===== config.mk =====
export PLATFORM = sky130hd
export DESIGN_NAME = riscv_memalign
export DESIGN_NICKNAME = d
export VERILOG_FILES = /design/src/rtl/riscv_memalign.sv
export SDC_FILE = /design/constraint.sdc
export NUM_CORES = 1
export LEC_CHECK = 0
export CAP_MARGIN = 20
export CORE_MARGIN = 2
export CORE_UTILIZATION = 53
export DETAILED_ROUTE_END_ITERATION = 16
export GPL_ROUTABILITY_DRIVEN = 0
export PLACE_DENSITY = 0.86
export SLEW_MARGIN = 5
export SYNTH_ARGS = -nofsm -noshare
export SYNTH_HDL_FRONTEND = slang
export SYNTH_SLANG_ARGS = --single-unit
export TNS_END_PERCENT = 20

===== constraint.sdc =====
create_clock -name i_riscv_memalign_clk -period 8.3 [get_ports i_riscv_memalign_clk]
set_clock_uncertainty 0.15 [all_clocks]
set_input_delay 0.83 -clock i_riscv_memalign_clk [delete_from_list [all_inputs] [get_ports i_riscv_memalign_clk]]
set_output_delay 0.83 -clock i_riscv_memalign_clk [all_outputs]
set_load 0.01 [all_outputs]

===== src/rtl/riscv_memalign.sv =====
`default_nettype none
// ============================================================================
// Module   : riscv_memalign
// Purpose  : Load aligner that splits misaligned loads into one or two aligned
//            memory beats and returns the sign/zero-extended result.
// Revision : 1.0
// ============================================================================
module riscv_memalign #(
    parameter int XLEN        = 64,
    parameter int MISALIGN_EN = 1
) (
    input  logic            i_riscv_memalign_clk,
    input  logic            i_riscv_memalign_rst,
    input  logic            i_riscv_memalign_req_valid,
    output logic            o_riscv_memalign_req_ready,
    input  logic [2:0]      i_riscv_memalign_sel,
    input  logic [XLEN-1:0] i_riscv_memalign_addr,
    output logic            o_riscv_memalign_mem_req,
    output logic [XLEN-1:0] o_riscv_memalign_mem_addr,
    input  logic            i_riscv_memalign_mem_rvalid,
    input  logic [XLEN-1:0] i_riscv_memalign_mem_rdata,
    output logic            o_riscv_memalign_resp_valid,
    input  logic            i_riscv_memalign_resp_ready,
    output logic [XLEN-1:0] o_riscv_memalign_resp_data,
    output logic            o_riscv_memalign_resp_fault
);

    localparam int              BYTES   = XLEN / 8;
    localparam int              OFFW    = $clog2(BYTES);
    localparam logic [OFFW+1:0] c_bytes = BYTES[OFFW+1:0];
    localparam logic [XLEN-1:0] c_step  = XLEN'(BYTES);

    typedef enum logic [1:0] {
        IDLE = 2'd0,
        RD0  = 2'd1,
        RD1  = 2'd2,
        RESP = 2'd3
    } state_t;

    state_t            r_state;
    state_t            w_state_nxt;
    logic [2:0]        r_sel;
    logic [XLEN-1:0]   r_base;
    logic [OFFW-1:0]   r_off;
    logic [XLEN-1:0]   r_beat0;
    logic [XLEN-1:0]   r_data;
    logic              r_fault;

    logic [2:0]        w_amask;
    logic              w_illegal;
    logic [OFFW+1:0]   w_nbytes;
    logic              w_cross;
    logic [2*XLEN-1:0] w_src;
    logic [OFFW:0]     w_idx;
    logic [XLEN-1:0]   w_shift;
    logic [63:0]       w_mask64;
    logic [XLEN-1:0]   w_mask;
    logic              w_sign;
    logic [XLEN-1:0]   w_ext;

    always_comb begin
        w_amask = 3'b000;
        case (i_riscv_memalign_sel[1:0])
            2'd0:    w_amask = 3'b000;
            2'd1:    w_amask = 3'b001;
            2'd2:    w_amask = 3'b011;
            default: w_amask = 3'b111;
        endcase
        w_illegal = (i_riscv_memalign_sel == 3'b111)
                 || ((i_riscv_memalign_sel[1:0] == 2'd3) && (XLEN == 32))
                 || ((MISALIGN_EN == 0) && ((i_riscv_memalign_addr[2:0] & w_amask) != 3'b000));
    end

    assign w_nbytes = (OFFW+2)'(1) << r_sel[1:0];
    assign w_cross  = (({2'b00, r_off} + w_nbytes) > c_bytes);

    // Second beat is zero while the first beat is still on the bus.
    assign w_src = (r_state == RD1) ? {i_riscv_memalign_mem_rdata, r_beat0}
                                    : {{XLEN{1'b0}}, i_riscv_memalign_mem_rdata};

    always_comb begin
        w_shift = '0;
        w_idx   = '0;
        for (int i = 0; i < BYTES; i++) begin
            w_idx = {1'b0, r_off} + (OFFW+1)'(i);
            w_shift[i*8 +: 8] = w_src[{w_idx, 3'b000} +: 8];
        end
    end

    always_comb begin
        w_mask64 = '1;
        w_sign   = w_shift[XLEN-1];
        case (r_sel[1:0])
            2'd0: begin w_mask64 = 64'h0000_0000_0000_00FF; w_sign = w_shift[7];  end
            2'd1: begin w_mask64 = 64'h0000_0000_0000_FFFF; w_sign = w_shift[15]; end
            2'd2: begin w_mask64 = 64'h0000_0000_FFFF_FFFF; w_sign = w_shift[31]; end
            default: ;
        endcase
        w_mask = w_mask64[XLEN-1:0];
        w_ext  = (w_shift & w_mask) | ((w_sign && !r_sel[2]) ? ~w_mask : '0);
    end

    always_ff @(posedge i_riscv_memalign_clk or posedge i_riscv_memalign_rst) begin
        if (i_riscv_memalign_rst) r_state <= IDLE;
        else                      r_state <= w_state_nxt;
    end

    always_comb begin
        w_state_nxt = r_state;
        case (r_state)
            IDLE: if (i_riscv_memalign_req_valid)   w_state_nxt = w_illegal ? RESP : RD0;
            RD0:  if (i_riscv_memalign_mem_rvalid)  w_state_nxt = w_cross ? RD1 : RESP;
            RD1:  if (i_riscv_memalign_mem_rvalid)  w_state_nxt = RESP;
            RESP: if (i_riscv_memalign_resp_ready)  w_state_nxt = IDLE;
            default:                                w_state_nxt = IDLE;
        endcase
    end

    always_ff @(posedge i_riscv_memalign_clk or posedge i_riscv_memalign_rst) begin
        if (i_riscv_memalign_rst) begin
            r_sel   <= '0;
            r_base  <= '0;
            r_off   <= '0;
            r_beat0 <= '0;
            r_data  <= '0;
            r_fault <= 1'b0;
        end else begin
            case (r_state)
                IDLE: if (i_riscv_memalign_req_valid) begin
                    r_sel   <= i_riscv_memalign_sel;
                    r_base  <= {i_riscv_memalign_addr[XLEN-1:OFFW], {OFFW{1'b0}}};
                    r_off   <= i_riscv_memalign_addr[OFFW-1:0];
                    r_beat0 <= '0;
                    r_data  <= '0;
                    r_fault <= w_illegal;
                end
                RD0: if (i_riscv_memalign_mem_rvalid) begin
                    r_beat0 <= i_riscv_memalign_mem_rdata;
                    if (!w_cross) r_data <= w_ext;
                end
                RD1: if (i_riscv_memalign_mem_rvalid) r_data <= w_ext;
                RESP: if (i_riscv_memalign_resp_ready) begin
                    r_data  <= '0;
                    r_fault <= 1'b0;
                end
                default: ;
            endcase
        end
    end

    assign o_riscv_memalign_req_ready  = (r_state == IDLE);
    assign o_riscv_memalign_mem_req    = (r_state == RD0) || (r_state == RD1);
    assign o_riscv_memalign_mem_addr   = (r_state == RD0) ? r_base
                                       : (r_state == RD1) ? (r_base + c_step)
                                       : '0;
    assign o_riscv_memalign_resp_valid = (r_state == RESP);
    assign o_riscv_memalign_resp_data  = r_data;
    assign o_riscv_memalign_resp_fault = r_fault;

endmodule
`default_nettype wire


==> reports/metrics.cfg <==
[yosys]
synth_area_leader_cell = dfrtp_1
synth-edff-count = 0
synth-warning-count = 0
synthFlopType = dfrtp_1
syn_area_sq_um = 13610
avgSynthCellArea_sq_um = 8.924
synth_commonest_cells = nand2_1 (281), dfrtp_1 (198), nand3_1 (126)
synth_area_leaders = dfrtp_1 (36%), mux2_2 (10%), nand2_1 (7.8%), mux4_2 (5.3%), mux2i_1 (5.1%)
seq_area_frac_synth_pct = 36.41
synth_top_area_share_pct = 36.41
synthCells = 1525
synthArstFlopShare_pct = 100.0
synth.most_common_cell = nand2_1
yosys.cell_types.count = 69
synth-seq-cells = 198

[worst_setup_path]
path_class = reg2out
cp_max_fo = 17
cp.arrival_ns = 3.86
start_kind = flip-flop
cp-end-kind = primary output
worst_ep_required_time_ns = 7.32

[routing]
remaining_drc_errors = 0
drt_wl_total_mm = 45.66
drt_first_pass_iters = 8
via_per_inst = 6.568
drt-wirelength-per-cell_microns = 22.40
via_count = 13392
drtAntennaViolNets = 0
first_iter_violations = 2035

[clock_network]
cts_resized = 0
cts_root_buffer = clkbuf_16
clockBufferDepth = 2
cts_tree = built
post_cts_buffers = 0
cts.clk_slew.worst_paths_ns = 0.07
cts.htree.levels = 4
clk-insertion-delay-late_ns = 0.44
clock_sinks = 198
cts_buffers = 17
postCtsHoldBufs = 0

[floorplanning]
io_pins = 268
core-area_sq_um = 25180
dieArea_sq_um = 26980
fp.dieW_microns = 164.2
num_rows = 58
initial_core_util_pct = 54.04
die_height_microns = 164.2

[timing]
finalSetupTns_ns = 0
max_freq_mhz = 206.7
period_share_pct = 58.28
tightest_slew_ns = 1.080
period_needed_ns = 4.838
max_slew_margin_pct = 28.01
finalHoldViolCount = 0
rsz0062_at_grt = no
fin_hold_ws_ns = 0.3111
setup_viol = 0
drv_slew = 0

[grt]
grtUsageTotal_pct = 33.85
antenna_found_initial = 0
grt_pass1_vias = 12581
grt_pass1_wl_mm = 70.55
grt-ovfl-total = 0
grt_max_degree = 137

[finish]
fill_cells = 1878
register_area_sq_um = 4962
final_core_util_pct = 67.04
diodes = 0
final_nets = 1843
syn_to_final_growth_pct = 24.05
multiInputGateArea_sq_um = 8063
drive_gt1_share_pct = 13.22

[power]
p_leak_nw = 7.056
max-vdd-ir-drop_mv = 0.3158
power_density_nw_per_um2 = 434.8

[placement]
portBuffers = 264
place_hpwl_mm = 32.52

[status]
outcome = complete, no violations

[job]
cap_violations = 0

[hold_path]
hold_class = reg2reg

-- registers in the layout, summed over array words and instances (netlist names) --
signal                       count
r_base                          61
r_state                          2
o_riscv_memalign_resp_data      64
o_riscv_memalign_resp_fault      1
r_sel                            3
r_beat0                         64
r_off                            3
-- layer usage --
metal	routed length (microns)	part of all wire, %	GRT usage [%]
met1	17060	37	44.27
met2	20270	44	50.95
met3	5692	12	10.05
met4	2645	5.8	17.38
met5	0	0	0
-- power by group --
group	leakage, nW	switching, mW	internal [mW]
Clock	0.290	0.385	0.481
Combinational	4.26	2.63	1.96
Sequential	2.50	0.501	1.39
-- stage by stage --
stage	total power, mW	worst slack (ns)	std cells	area [sq um]
3_5_place_dp	6.286	3.991	2008	16270
4_1_cts	7.189	3.482	2038	16860
2_1_floorplan	4.741	1.923	1527	13620
5_1_grt	7.738	3.210	2039	16880
6_report	7.341	3.462	2039	16880
3_3_place_gp	6.157	4.055	2008	16270
-- cells in the final DEF, fill, tap and decap left out, types with 5 or more instances in the layout --
master,netlist,final
a211o_1,7,7
a211oi_1,19,19
a21oi_1,64,63
a221o_1,14,14
a22o_1,7,7
a31oi_1,16,16
a41o_1,8,8
and2_1,14,14
and3_1,11,11
and4_1,5,5
buf_4,10,15
clkbuf_16,0,17
clkdlybuf4s50_1,0,264
dfrtp_1,198,196
ha_1,8,6
inv_1,18,17
mux2_2,121,121
mux2i_1,69,69
mux4_2,32,32
nand2_1,281,280
nand2b_1,5,5
nand3_1,126,126
nand4_1,30,30
nor2_1,79,78
nor2b_1,19,19
nor3_1,11,11
nor4_1,8,7
o211ai_1,17,17
o21ai_0,84,84
o21ai_1,13,13
o221ai_1,12,12
o22ai_1,8,8
or3_1,6,6
xnor2_1,14,14
xor2_1,35,35
-- cell families after synthesis --
logic type               Yosys count  synth area share (%)
AND/OR/NAND/NOR                  612                 20.72
other                              1               0.02755
buffers and inverters            147                 4.753
adder cells (fa/ha/maj)            9                0.8826
XOR/XNOR                          49                 3.153
flip-flops                       198                 36.41
AO/OA/AOI/OAI                    286                 13.59
multiplexers                     223                 20.47
-- cell type report --
| cell class | instances | area share (%) |
|---|---|---|
| flip-flops and latches | 198 | 29.39 |
| well taps | 330 | 2.446 |
| clock inverters | 11 | 0.8745 |
| inverters | 19 | 0.4669 |
| repair buffers | 280 | 16.44 |
| multi-input cells | 1182 | 47.76 |
| clock buffers | 19 | 2.624 |
-- critical path, cell delays in order, from the launching register on --
cell and delay (ns):
dfrtp_1 0.45, inv_1 0.11, ha_2 0.20, nand4b_2 0.37, nor4_4 0.94, nand3_1 0.26
or3_1 0.38, a21oi_1 0.16, clkdlybuf4s50_1 0.55
-- worst paths after layout --
path                                      startpoint                        endpoint  slack [ns]  depth (start not counted)
worst min-delay path                      r_beat0[2]                      r_beat0[2]        0.31                          2
worst min register to register            r_beat0[2]                      r_beat0[2]        0.31                          2
min in group asynchronous       i_riscv_memalign_rst                      r_base[11]        0.82                          2
max in group asynchronous       i_riscv_memalign_rst                     r_beat0[11]        5.74                          3
worst max register to register              r_sel[1]  o_riscv_memalign_resp_data[36]        4.31                         11
worst max-delay path                      r_state[1]   o_riscv_memalign_mem_addr[54]        3.46                          8
Note: power is estimated with default switching activity, not from simulation.
